[src/rtl/issue_ctrl.sv]
// issue_ctrl: dual-issue scheduler between the instruction FIFO
// and the master/slave decode lanes, with load-use and branch tracking.
module issue_ctrl (
  input  logic       clk,
  input  logic       rst,
  input  logic       fifo_empty,
  input  logic       fifo_almost_empty,
  input  logic       pipe_stall,
  input  logic       exception_flush,
  input  logic       branch_taken,
  input  logic [4:0] m_rs,
  input  logic [4:0] m_rt,
  input  logic [4:0] m_wb_reg_dest,
  input  logic       m_wb_reg_en,
  input  logic       m_is_load,
  input  logic       m_is_mem,
  input  logic       m_is_branch,
  input  logic       m_is_hilo,
  input  logic       m_priv,
  input  logic [4:0] s_rs,
  input  logic [4:0] s_rt,
  input  logic [4:0] s_wb_reg_dest,
  input  logic       s_wb_reg_en,
  input  logic       s_is_load,
  input  logic       s_is_mem,
  input  logic       s_is_branch,
  input  logic       s_is_hilo,
  input  logic       s_priv,
  output logic       read_en1,
  output logic       read_en2,
  output logic       fifo_flush,
  output logic       dual_issue
);

  typedef enum logic [1:0] {
    RUN,
    WAIT_DS,
    WAIT_RES,
    FLUSH
  } state_t;

  state_t     r_state;
  state_t     w_state_nx;
  state_t     w_br_nx;
  logic [4:0] r_ld_dest;
  logic [4:0] w_ld_nx;
  logic       r_taken_q;
  logic       r_dual;

  logic w_ld_vld;
  logic w_hz_m;
  logic w_hz_s;
  logic w_raw;
  logic w_res_taken;
  logic w_can_issue;
  logic w_pair_ok;
  logic w_issue_m;
  logic w_issue_s;

  assign w_ld_vld = (r_ld_dest != 5'd0);
  assign w_hz_m = w_ld_vld &&
    ((r_ld_dest == m_rs) || (r_ld_dest == m_rt));
  assign w_hz_s = w_ld_vld &&
    ((r_ld_dest == s_rs) || (r_ld_dest == s_rt));
  assign w_raw = m_wb_reg_en && (m_wb_reg_dest != 5'd0) &&
    ((m_wb_reg_dest == s_rs) || (m_wb_reg_dest == s_rt));

  assign w_res_taken = (r_state == WAIT_RES) &&
    (branch_taken || r_taken_q);
  assign w_can_issue = !exception_flush &&
    (r_state != FLUSH) && !w_res_taken;

  assign w_issue_m = w_can_issue && !fifo_empty &&
    !pipe_stall && !w_hz_m;

  assign w_pair_ok = !fifo_almost_empty && !w_raw &&
    !(m_is_mem && s_is_mem) && !(m_is_hilo && s_is_hilo) &&
    !s_is_branch && !s_priv && !m_priv && !w_hz_s;

  // The delay slot of a lone branch must issue by itself.
  assign w_issue_s = w_issue_m && w_pair_ok &&
    (r_state != WAIT_DS);

  assign read_en1   = w_issue_m;
  assign read_en2   = w_issue_s;
  assign fifo_flush = exception_flush || (r_state == FLUSH);
  assign dual_issue = r_dual;

  // Load destination carried into the next cycle's hazard check.
  always_comb begin
    w_ld_nx = 5'd0;
    if (w_issue_s && s_is_load && s_wb_reg_en)
      w_ld_nx = s_wb_reg_dest;
    else if (w_issue_m && m_is_load && m_wb_reg_en)
      w_ld_nx = m_wb_reg_dest;
  end

  // Next state; a branch with its slot paired skips WAIT_DS.
  always_comb begin
    w_br_nx = RUN;
    if (w_issue_m && m_is_branch)
      w_br_nx = w_issue_s ? WAIT_RES : WAIT_DS;
    w_state_nx = r_state;
    case (r_state)
      RUN:      w_state_nx = w_br_nx;
      WAIT_DS:  w_state_nx = w_issue_m ? WAIT_RES : WAIT_DS;
      WAIT_RES: w_state_nx = w_res_taken ? FLUSH : w_br_nx;
      FLUSH:    w_state_nx = RUN;
      default:  w_state_nx = RUN;
    endcase
  end

  // State, hazard and branch-resolution registers.
  always_ff @(posedge clk or negedge rst) begin
    if (!rst) begin
      r_state   <= RUN;
      r_ld_dest <= 5'd0;
      r_taken_q <= 1'b0;
      r_dual    <= 1'b0;
    end else if (exception_flush) begin
      r_state   <= RUN;
      r_ld_dest <= 5'd0;
      r_taken_q <= 1'b0;
      r_dual    <= 1'b0;
    end else begin
      r_dual <= w_issue_s;
      if (!pipe_stall)
        r_ld_dest <= w_ld_nx;
      if (r_state == FLUSH) begin
        r_state   <= RUN;
        r_taken_q <= 1'b0;
      end else begin
        if (!pipe_stall)
          r_state <= w_state_nx;
        if (((r_state == WAIT_DS) || (r_state == WAIT_RES)) &&
            branch_taken)
          r_taken_q <= 1'b1;
      end
    end
  end

endmodule

[config.mk]
export PLATFORM = sky130hd
export DESIGN_NAME = issue_ctrl
export DESIGN_NICKNAME = d
export VERILOG_FILES = /design/src/rtl/issue_ctrl.sv
export SDC_FILE = /design/constraint.sdc
export NUM_CORES = 1
export LEC_CHECK = 0
export BUFFER_PORTS_ARGS = -buffer_cell sky130_fd_sc_hd__buf_4
export CAP_MARGIN = 25
export CORE_ASPECT_RATIO = 0.75
export CORE_UTILIZATION = 41
export DETAILED_ROUTE_END_ITERATION = 8
export PLACE_DENSITY = 0.76
export SLEW_MARGIN = 5
export SYNTH_ARGS = -nofsm -noshare
export SYNTH_HDL_FRONTEND = slang
export SYNTH_SLANG_ARGS = --single-unit
[constraint.sdc]
create_clock -name clk -period 2.35 [get_ports clk]
set_input_delay 0.5875 -clock clk [delete_from_list [all_inputs] [get_ports clk]]
set_output_delay 0.5875 -clock clk [all_outputs]
set_load 0.05 [all_outputs]
Word-level counts from Yosys, hierarchy flattened. Index checks and enable logic that the tools add are counted.

Multiplexer cells: 16. Reduce and logical (&&, ||, !) cells: 50. Equal/unequal tests: 13.

Operator list (count): equality test 5 bit (6); logical AND 1 bit (27); 2-to-1 mux 5 bit (4); 2-to-1 mux 2 bit (7); zero test 1 bit (13); nonzero test 5 bit (2); logical OR 1 bit (6); case mux 2 bit (3 select lines) (1); equality test 2 bit, second input constant (2); 2-to-1 mux 1 bit (4); inequality test 2 x 1 -> 1 bit, second input constant (2); inequality test 3 x 1 -> 1 bit, second input constant (1); nonzero test 3 bit (1); equality test 2 x 1 -> 1 bit, second input constant (1); zero test 2 bit (1); inequality test 2 bit, second input constant (1).

Bits in registers: 9. Output and inout port bits: 4.

Longest topological paths before layout.
Depth after elaboration: 20. Mapped depth: 8. Gate-level depth less buffers: 8.

Least setup slack after synthesis. OpenSTA, ideal clock, no wires.

Kind: register to output. Start point: register r_ld_dest[1]. End point: output port read_en2. Arrival time: 3.096 ns. Setup slack: -1.334 ns. Cell stages (with the launch flop): 7. Buffers on the path: 1. Required time: 1.762 ns. Cells stage by stage: dfrtp_1 > buf_6 > or4_4 > nor2_4 > nor4_1 > or3_4 > nor4_1.

Cells in the longest elaborated chain, start to end: 7.

Ends and longest elaborated chain: start: declaration (line 45) `logic [4:0] r_ld_dest;`; start signal: assignment (line 128) `r_ld_dest <= w_ld_nx;`; equality test 5 bit (on tied branches) (line 62, 64); logical OR 1 bit (on tied branches) (line 62, 64); logical AND 1 bit (on tied branches) (line 61, 63); zero test 1 bit (on tied branches) (line 74, 78); logical AND 1 bit (on tied branches) (line 74, 78); logical AND 1 bit (*) (2 in series) (line 81) `assign w_issue_s = w_issue_m && w_pair_ok &&`; end: declaration (line 30) `output logic read_en2,`.

Mark *: on every way between the ends. The rest lies on a longest branch, timed or not.

Worst setup path in the final report. Ends and elaborated chain as after synthesis.

==> reports/results.txt <==
Synth Warn # - 0
Share of the synthesized area in the top cell type - 0.218
Maximum number of pins on one net before global-route repair - 11
DIE HEIGHT - 45.5 µm
Final setup fails - 9
Detailed Place HPWL - 2770 µm
Crit path time final - 2750 ps
CTS Root Cell - clkbuf_4
Most frequent cell after synthesis - xnor2_1
Die area - 2720 µm²
Avg Inst Size Synth - 9.13 µm²
Violated checks - negative setup slack
Hold Path Class - in2async
Largest fanout on the critical path - 3
Dpl ws - -207 ps
Final Power - 0.491 mW
Antenna violations before repair - 0
Power per Cell Area - 281 nW/µm²
Critical Path Source Type - flip-flop
PortBufs - 52
Final Hold Slack - 146 ps
Final number of hold-violating endpoints - 0
Worst-case clock buffer depth - 2
Post-Syn Area - 1030 µm²
Largest area contributor in the netlist - dfrtp_1
Mapped Nets - 165
CTS Sinks - 9
CP Capture Type - output pin
Synthesis-to-finish area growth - 69.2%
Number of buffers created by CTS - 3
Number of global-route vias before repair - 1,226
Top post-synthesis cells by area - dfrtp_1 (22%), xnor2_1 (15%), xor2_1 (10%)
Register bit total from synthesis - 9
Drt drc - 0
Initial core utilization - 0.440
Leakage - 0.783 nW
Final core utilization - 0.745
Setup TNS - -2010 ps
Share of layout cells above drive strength 1 - 0.515
Sequential share of the synthesized area - 0.218
Die W - 59.9 µm
Max_cap viols - 0
First-pass GRT wire length - 5490 µm
# fillers - 174
Fmax - 363 MHz
Antenna Nets Post-Route - 0
# H-tree levels - 1
Clk_skew - 3.64 ps
Unrepaired setup endpoints after global routing - true
Vias/cell - 5.42
Synth cell count leaders - xnor2_1 (18), xor2_1 (12), dfrtp_1 (9)
GRT Residual Overflow - 0
# nets final - 247
CTS tree - done
Clk pin slew, worst setup/hold paths - 60 ps
Worst-margin pin slew - 715 ps
R2R Path Start - r_ld_dest[1]
Drt total wl - 3650 µm
Gr usage total - 0.279
WP data required - 1760 ps
Setup WS post-layout - -404 ps
Number of antenna diodes - 0
Setup CP Type - reg2out
Violation count after the first detailed-route iteration - 51
Core Area - 2350 µm²
Async set-or-reset flop fraction in the synthesized netlist - 1.00
I/O Pins - 53
Critical path arrival - 2170 ps
Slew Limit Fails - 0
Status - complete, but fails checks
Num rows - 15
Synth unique cells - 33
Post-synth EDFFs - 0
Setup crit start - r_ld_dest[1]
Placer Congestion - 0.969
Detailed-route via count - 1,235
Cells after Synth - 113
Final worst-path cycle share - 1.17
Drt pass-1 iters - 4
Routed len/inst - 16.0 µm
Worst slew margin - 0.523
Top_reg_cell synth - dfrtp_1
Max VDD drop - 0.000336 V
Clock Latency Late Sink - 250 ps
-- layer usage --
layer	up-vias	track usage	wire, µm
li1	574	-	-
met1	585	0.349	1440
met2	68	0.480	1810
met3	8	0.0483	330
met4	0	0.116	59
met5	-	0	0
-- cell usage in the layout (no fill, tap or decap), drive strengths merged --
cell type  synthesis  layout
or4b               1       1
o21a               1       1
nand3              8       8
nor4b              1       1
o21ai              3       3
nor2               6       6
xnor2             18      18
xor2              12      12
nor3               4       4
or4                2       2
o31ai              1       1
a21oi              7       7
a221oi             2       2
nor2b              1       1
nand2              3       3
buf                5      83
mux2i              5       5
and2               1       1
dfrtp              9       9
inv                4       4
a211oi             1       1
a32oi              5       5
nor4               5       5
ha                 3       3
o41a               1       1
or3                3       3
clkbuf             1       4
-- path summary, 6_finish.rpt --
| check | end | slack, ps | cells after the start |
|---|---|---|---|
| max in group asynchronous | r_state[0] | 2070 | 1 |
| min in group clk | r_taken_q | 560 | 2 |
| max reg2reg | r_ld_dest[2] | -240 | 12 |
| max | read_en2 | -400 | 6 |
| min | r_ld_dest[0] | 150 | 1 |
| min reg2reg | r_taken_q | 560 | 2 |
-- power by group --
part	total (mW)	switching, mW	internal [mW]
clock network	0.113	0.0480	0.0650
logic	0.216	0.0951	0.121
registers	0.163	0.00374	0.159
-- registers in the layout (all words and copies together), names as in the netlist --
name        count
r_state         2
dual_issue      1
r_taken_q       1
r_ld_dest       5
-- worst max-delay path, cell delays in order, from the launching register on --
cell	delay (ps)
dfrtp_1	380
or4_4	550
nor2_4	120
nor4_1	70
or3_4	400
nor4_4	190
buf_6	200
-- layout make-up --
cell class | count | area, µm² | area share
clock buffers | 4 | 26.3 | 0.0150
well taps | 34 | 42.5 | 0.0244
inverters | 4 | 15.0 | 0.00860
flip-flops and latches | 9 | 225 | 0.129
repair buffers | 83 | 646 | 0.370
multi-input cells | 94 | 792 | 0.453
-- cell families (layout without fill, tap and decap cells) --
family	count (synthesis)	after routing	share of synthesized area
adder cells (fa/ha/maj)	3	3	0.0364
AND/OR/NAND/NOR	35	35	0.221
multiplexers	5	5	0.0485
XOR/XNOR	30	30	0.255
flip-flops	9	9	0.218
buffers and inverters	10	91	0.0751
AO/OA/AOI/OAI	21	21	0.147
-- stage by stage --
stage | area (µm²) | cells
after floorplan | 1050 | 113
after global placement | 1620 | 219
after detailed placement | 1620 | 219
after CTS | 1730 | 227
after global routing | 1750 | 228
final | 1750 | 228
-- what timing repair did --
action,4_1_cts,5_1_grt
setup buffers,4,1
setup endpoints to repair,9,9
hold buffers,0,0
gates resized for setup,11,3
pin swaps,5,1
(Power assumes the default switching activity.)
